--- config.mk ---
export PLATFORM = sky130hd
export DESIGN_NAME = param_conv_systolic_engine
export DESIGN_NICKNAME = d
export VERILOG_FILES = /design/src/rtl/param_conv_systolic_engine.sv
export SDC_FILE = /design/constraint.sdc
export NUM_CORES = 2
export LEC_CHECK = 0
export CORE_MARGIN = 3
export CORE_UTILIZATION = 49
export DETAILED_ROUTE_END_ITERATION = 16
export DONT_BUFFER_PORTS = 1
export GPL_TIMING_DRIVEN = 1
export MAX_ROUTING_LAYER = met4
export PLACE_DENSITY = 0.66
export SLEW_MARGIN = 20
export SYNTH_ARGS = -nofsm -noshare
export SYNTH_HDL_FRONTEND = slang
export SYNTH_SLANG_ARGS = --single-unit
--- constraint.sdc ---
create_clock -name clk_in -period 7.65 [get_ports clk_in]
set_input_delay 1.53 -clock clk_in [delete_from_list [all_inputs] [get_ports clk_in]]
set_output_delay 1.53 -clock clk_in [all_outputs]
set_load 0.02 [all_outputs]
--- src/rtl/param_conv_systolic_engine.sv ---
// Parametrised 2-D valid-convolution engine: serial image/filter load, skewed
// output-stationary OUT x OUT MAC array, raster-order valid/ready result stream.
module param_conv_systolic_engine #(
    parameter int DW    = 8,
    parameter int IMG   = 4,
    parameter int KER   = 3,
    parameter int ACC_W = 20,
    parameter int OUT_W = 8,
    localparam int OUT  = IMG - KER + 1,
    localparam int LA_W = (IMG * IMG > 1) ? $clog2(IMG * IMG) : 1,
    localparam int OI_W = (OUT * OUT > 1) ? $clog2(OUT * OUT) : 1
) (
    input  logic             clk_in,
    input  logic             rst,
    input  logic             ld_valid,
    input  logic             ld_sel,
    input  logic [LA_W-1:0]  ld_addr,
    input  logic [DW-1:0]    ld_data,
    input  logic             start,
    input  logic [4:0]       shift_amt,
    output logic             busy,
    output logic             done,
    output logic             out_valid,
    input  logic             out_ready,
    output logic [OUT_W-1:0] out_data,
    output logic [OI_W-1:0]  out_idx
);

    localparam int KK    = KER * KER;
    localparam int NPE   = OUT * OUT;
    localparam int T_C   = KK + 2 * OUT - 2;
    localparam int CNT_W = $clog2(T_C + 1);
    localparam int KI_W  = (KER > 1) ? $clog2(KER) : 1;
    localparam int FA_W  = (KK > 1) ? $clog2(KK) : 1;
    localparam int NTAP  = 2 * OUT - 1;
    localparam int NDL   = (OUT > 1) ? 2 * OUT - 2 : 1;

    typedef enum logic [1:0] {S_IDLE, S_COMPUTE, S_EMIT, S_FIN} state_t;

    // One filter term travelling down the skew line: its (i,j) position and weight.
    typedef struct packed {
        logic            v;
        logic [KI_W-1:0] i;
        logic [KI_W-1:0] j;
        logic [DW-1:0]   w;
    } tok_t;

    state_t             state_q;
    logic [CNT_W-1:0]   cnt_q;
    logic [KI_W-1:0]    ti_q, tj_q;
    logic [4:0]         shift_q;
    logic               busy_q, done_q, out_valid_q;
    logic [OUT_W-1:0]   out_data_q;
    logic [OI_W-1:0]    out_idx_q;
    logic [DW-1:0]      img_q [IMG*IMG];
    logic [DW-1:0]      flt_q [KK];
    tok_t               dl_q  [NDL];
    tok_t               tap   [NTAP];
    tok_t               src;
    logic               start_acc;
    logic [ACC_W-1:0]   acc_v [NPE];
    logic [ACC_W-1:0]   acc0_d;

    assign start_acc = (state_q == S_IDLE) && start;

    function automatic logic [OUT_W-1:0] scale_sat(input logic [ACC_W-1:0] acc,
                                                   input logic [4:0]       sh);
        logic [ACC_W-1:0] y;
        y = acc >> sh;
        if ((y >> OUT_W) != '0) return '1;
        return OUT_W'(y);
    endfunction

    always_comb begin
        // NOTE: default every field first so no path leaves src unassigned (no latch).
        src = '0;
        if (state_q == S_COMPUTE && cnt_q < CNT_W'(KK)) begin
            src.v = 1'b1;
            src.i = ti_q;
            src.j = tj_q;
            src.w = flt_q[FA_W'(cnt_q)];
        end
    end

    // Tap d is the source term delayed d cycles; PE(r,c) reads tap r+c.
    always_ff @(posedge clk_in or negedge rst) begin
        if (!rst) begin
            for (int d = 0; d < NDL; d++) dl_q[d] <= '0;
        end else if (start_acc) begin
            for (int d = 0; d < NDL; d++) dl_q[d] <= '0;
        end else begin
            dl_q[0] <= src;
            for (int d = 1; d < NDL; d++) dl_q[d] <= dl_q[d-1];
        end
    end

    assign tap[0] = src;
    for (genvar d = 1; d < NTAP; d++) begin : g_tap
        assign tap[d] = dl_q[d-1];
    end

    for (genvar r = 0; r < OUT; r++) begin : g_row
        for (genvar c = 0; c < OUT; c++) begin : g_col
            tok_t             tp;
            logic [LA_W-1:0]  pix_addr;
            logic [2*DW-1:0]  prod;
            logic [ACC_W-1:0] acc_q, acc_d;

            assign tp       = tap[r+c];
            assign pix_addr = LA_W'((r + int'(tp.i)) * IMG + c + int'(tp.j));
            assign prod     = (2*DW)'(img_q[pix_addr]) * (2*DW)'(tp.w);

            always_comb begin
                acc_d = acc_q;
                if (start_acc)
                    acc_d = '0;
                else if (tp.v)
                    acc_d = acc_q + ACC_W'(prod);
            end

            always_ff @(posedge clk_in or negedge rst) begin
                if (!rst) acc_q <= '0;
                else      acc_q <= acc_d;
            end

            assign acc_v[r*OUT+c] = acc_q;
            if (r == 0 && c == 0) begin : g_first
                // PE(0,0) may take its last term on the same edge that enters EMIT.
                assign acc0_d = acc_d;
            end
        end
    end

    always_ff @(posedge clk_in or negedge rst) begin
        if (!rst) begin
            state_q     <= S_IDLE;
            cnt_q       <= '0;
            ti_q        <= '0;
            tj_q        <= '0;
            shift_q     <= '0;
            busy_q      <= 1'b0;
            done_q      <= 1'b0;
            out_valid_q <= 1'b0;
            out_data_q  <= '0;
            out_idx_q   <= '0;
            // NOTE: buffers are flop arrays, so they can be and are cleared by reset like any other state.
            for (int a = 0; a < IMG*IMG; a++) img_q[a] <= '0;
            for (int a = 0; a < KK; a++)      flt_q[a] <= '0;
        end else begin
            // NOTE: non-blocking throughout so every register samples pre-edge values.
            done_q <= 1'b0;
            case (state_q)
                S_IDLE: begin
                    if (ld_valid) begin
                        if (ld_sel) begin
                            if ({1'b0, ld_addr} < (LA_W+1)'(KK))
                                flt_q[FA_W'(ld_addr)] <= ld_data;
                        end else if ({1'b0, ld_addr} < (LA_W+1)'(IMG*IMG)) begin
                            img_q[ld_addr] <= ld_data;
                        end
                    end
                    if (start) begin
                        state_q <= S_COMPUTE;
                        busy_q  <= 1'b1;
                        shift_q <= shift_amt;
                        cnt_q   <= '0;
                        ti_q    <= '0;
                        tj_q    <= '0;
                    end
                end
                S_COMPUTE: begin
                    cnt_q <= cnt_q + CNT_W'(1);
                    if (src.v) begin
                        if (tj_q == KI_W'(KER-1)) begin
                            tj_q <= '0;
                            ti_q <= ti_q + KI_W'(1);
                        end else begin
                            tj_q <= tj_q + KI_W'(1);
                        end
                    end
                    if (cnt_q == CNT_W'(T_C-1)) begin
                        state_q     <= S_EMIT;
                        out_valid_q <= 1'b1;
                        out_idx_q   <= '0;
                        out_data_q  <= scale_sat(acc0_d, shift_q);
                    end
                end
                S_EMIT: begin
                    if (out_ready) begin
                        if (out_idx_q == OI_W'(NPE-1)) begin
                            state_q     <= S_FIN;
                            out_valid_q <= 1'b0;
                            done_q      <= 1'b1;
                            busy_q      <= 1'b0;
                        end else begin
                            out_idx_q  <= out_idx_q + OI_W'(1);
                            out_data_q <= scale_sat(acc_v[out_idx_q + OI_W'(1)], shift_q);
                        end
                    end
                end
                S_FIN: begin
                    state_q <= S_IDLE;
                end
                default: state_q <= S_IDLE;
            endcase
        end
    end

    assign busy      = busy_q;
    assign done      = done_q;
    assign out_valid = out_valid_q;
    assign out_data  = out_data_q;
    assign out_idx   = out_idx_q;

endmodule

==> impl_metrics.py <==
metrics = {
    "yosys": {
        "synth_ff_type": "dfrtp_1",
        "synth_edf_count": 0,
        "syn-num-nets": 3294,
        "avgSynthCellArea_sq_um": 10.5,
        "ys.warnings.count": 0,
        "syn-cell-area_sq_mm": 0.0304,
        "ys_seq_area_frac": 0.275,
        "synthArstFlopShare": 1.00,
        "synth_seq_cells": 334,
        "syn_inst": 2897,
        "ys_types": 86,
    },
    "global_routing": {
        "grt_max_degree": 335,
        "grt_use_total": 0.284,
        "grt_overflow_total": 0,
        "grt_pass1_wl_mm": 138,
        "antenna_found_initial": 1,
        "first_global_vias": 23587,
    },
    "die": {
        "core_sq_mm": 0.0608,
        "start_util": 0.499,
        "dieArea_sq_mm": 0.0650,
        "ioPinCount": 36,
        "std_cell_rows": 90,
        "die_w_um": 255,
        "die_y_um": 255,
    },
    "cells_and_area": {
        "nNetsFinal": 3283,
        "fillers": 5255,
        "drive_gt1_frac": 0.232,
        "ff_latch_area_sq_mm": 0.00837,
        "n_antenna_cell": 0,
        "multi_input_area_sq_mm": 0.0206,
        "syn2layout_area_growth_pct": 10.0,
        "design_area_sq_mm": 0.0334,
    },
    "clock_tree": {
        "clkSlewWorstSetupHoldPaths_ps": 60,
        "cts_tree": "done",
        "root_buffer": "clkbuf_16",
        "cts.sinks": 334,
        "htree_levels": 2,
        "clockBufferDepth": 3,
        "cts_inserted_buffers": 41,
        "hold_buffers": 0,
        "clock_latency_ps": 590,
    },
    "critical_path": {
        "crit_path_start": "cnt_q[0]",
        "slowest_stage": "fa_1",
        "cp.arrival_ps": 7940,
        "crit_end": "out_data[6]",
        "worstPathRequired_ps": 8100,
        "slowest_delay_ps": 530,
        "crit_type": "reg2reg",
        "r2r-end": "out_data[6]",
        "end_kind": "register",
        "path_max_fanout": 7,
        "r2r_setup_slack_ps": 160,
        "rr_startpoint": "cnt_q[0]",
        "cp-start-kind": "register",
        "reg2reg_depth": 29,
        "cpMostUsedCell": "fa_1",
    },
    "sta": {
        "clock_skew_ps": 18.3,
        "slew_viol_final": 0,
        "layout_min_cycle_time_ps": 7490,
        "hold_viol": 0,
        "setup_viol": 0,
        "worst_slack_ps": 159,
        "fin_crit_sh": 0.979,
        "max_slew.worst_pin.slew_ps": 1270,
        "fmax_mhz": 133,
        "relSlewSlack": 0.153,
    },
    "outcome": {
        "outcome": "finished clean",
    },
    "placed_design": {
        "portBuffers": 0,
        "place_congestion": 0.937,
        "place_ws_ps": -105,
        "dpl_cell_area_sq_mm": 0.0314,
        "dp_hpwl_mm": 63.6,
    },
    "power_and_ir_drop": {
        "p_comb_frac": 0.480,
        "swShare": 0.433,
        "p_clk_frac": 0.213,
        "pwr-share-seq": 0.306,
        "ir_drop_mv": 0.227,
        "p_leak_nw": 15.2,
        "p_int_mw": 5.31,
        "switchingPower_mw": 4.06,
        "power_density_mw_per_mm2": 281,
    },
    "flow_run": {
        "cap_violations": 0,
    },
    "hold_path": {
        "min_path_type": "reg2reg",
    },
    "drt": {
        "drc_errors": 0,
        "drt-wirelength-per-cell_um": 23.8,
        "drt-pass1-iter-count": 5,
        "drt-initial-drc-count": 2101,
        "via_count": 22906,
        "drt-total-wl_mm": 87.9,
        "ant_nets": 0,
        "vias_per_cell": 6.19,
    },
}
==> logic make-up after synthesis <==
| kind of cell | count (synthesis) | synth area share |
|---|---|---|
| and+or+nand+nor | 828 | 0.127 |
| buffers and inverters | 481 | 0.0606 |
| muxes | 463 | 0.237 |
| adders and majority gates | 374 | 0.204 |
| AOI/OAI and AO/OA | 368 | 0.0828 |
| DFF | 334 | 0.275 |
| xor gates and xnor gates | 49 | 0.0141 |
==> per-layer routing <==
layer  global-route usage  up-vias  part of all wire
met2                0.438      986              0.46
met4                0.111        0             0.045
met5                    -        -                 0
met1                0.379    11599              0.42
met3               0.0461      253             0.072
li1                     -    10068                 -
==> repair_timing <==
item,CTS,global route
resized for setup,5,90
endpoints found under the setup margin,7,8
setup buffers,0,15
gates cloned,0,4
pin swaps,3,47
==> registers in the layout, indices dropped and copies added (netlist names), 2 cells and up <==
signal,cells
img_q,128
dl_q,26
tj_q,2
flt_q,72
out_data,8
out_idx,2
ti_q,2
cnt_q,4
shift_q,5
state_q,2
g_row.g_col.acc_q,80
==> stage by stage <==
stage               cells  power, mW  hold WS [ps]  setup TNS (ps)  utilization
detailed placement   3606       7.12           490            -649        0.517
finish               3700       9.37           500               0        0.549
global placement     3606       7.00           481               0        0.517
floorplan            2897       5.76           474               0            -
CTS                  3681       9.16           503           -5.86        0.540
global route         3700       9.93           518            -566        0.549
==> final cells by class <==
| class | count | share of cell area |
|---|---|---|
| Multi-Input combinational cell | 2082 | 0.615 |
| Sequential cell | 334 | 0.251 |
| Inverter | 333 | 0.0374 |
| Clock buffer | 53 | 0.0333 |
| Tap cell | 782 | 0.0293 |
| Timing Repair Buffer | 94 | 0.0264 |
| Clock inverter | 22 | 0.00764 |
==> cells in the mapped netlist, types with 5 or more instances <==
library cell,n,share of area
nand2b_1,10,0.0021
nor3_1,23,0.0038
o31ai_1,6,0.0015
a22o_1,8,0.0023
a21oi_1,96,0.016
o211ai_1,13,0.0032
nor2_1,180,0.022
a41oi_1,8,0.0023
nor4_1,10,0.0021
xnor2_1,30,0.0087
fa_1,200,0.13
dfrtp_1,334,0.28
o21ai_0,75,0.012
ha_1,174,0.072
a211oi_1,29,0.0072
nand4_1,13,0.0027
buf_2,18,0.0030
nor2b_1,12,0.0025
and2_1,106,0.022
a311oi_1,19,0.0055
mux4_2,183,0.14
buf_1,28,0.0035
a211o_1,5,0.0014
xor2_1,19,0.0055
and3_1,27,0.0056
mux2_2,208,0.077
nand3_1,42,0.0069
nand2_1,341,0.042
a21o_1,27,0.0067
or2_2,29,0.0060
o22ai_1,12,0.0025
o21a_1,6,0.0015
inv_1,330,0.041
or3_1,11,0.0023
mux2i_1,72,0.024
o32ai_1,5,0.0014
clkbuf_1,99,0.012
a31oi_1,13,0.0027
==> cell usage in the layout (no fill, tap or decap), drive strengths merged, types with 12 or more instances in the layout <==
cell type and n:
nand2 342, dfrtp 334, inv 332, mux2 208
fa 200, mux4 183, nor2 182, ha 174
and2 109, a21oi 98, buf 91, o21ai 77
mux2i 72, clkbuf 56, nand3 42, or2 32
xnor2 30, a211oi 30, and3 27, a21o 27
nor3 24, a311oi 21, xor2 19, nand4 15
o211ai 15, a31oi 14, o22ai 14, clkinv 14
nor2b 12
==> power groups by stage <==
stage | sequential, mW | clock [mW] | combinational, mW
final | 2.87 | 2.00 | 4.50
after global routing | 2.92 | 2.12 | 4.90
after CTS | 2.84 | 2.04 | 4.29
after detailed placement | 2.87 | 0 | 4.25
after global placement | 2.84 | 0 | 4.16
after floorplan | 2.52 | 0 | 3.24
==> worst max-delay path, delay by kind of cell, from the launching register on <==
family | cells | cell delay (ps)
fa+ha+maj | 6 | 2510
compound gates | 10 | 2110
simple gates | 8 | 1690
buf+inv | 5 | 610
flops | 1 | 390
==> how the worst min path moves through the flow <==
stage                     startpoint         to  slack, ps  cells past startpoint
after floorplan            flt_q[48]  flt_q[48]        470                      1
after global placement     flt_q[48]  flt_q[48]        480                      1
after detailed placement   flt_q[48]  flt_q[48]        490                      1
after CTS                  flt_q[48]  flt_q[48]        500                      1
after global routing       flt_q[34]  flt_q[34]        520                      1
final                      flt_q[48]  flt_q[48]        500                      1
Note: power is estimated with default switching activity, not from simulation.
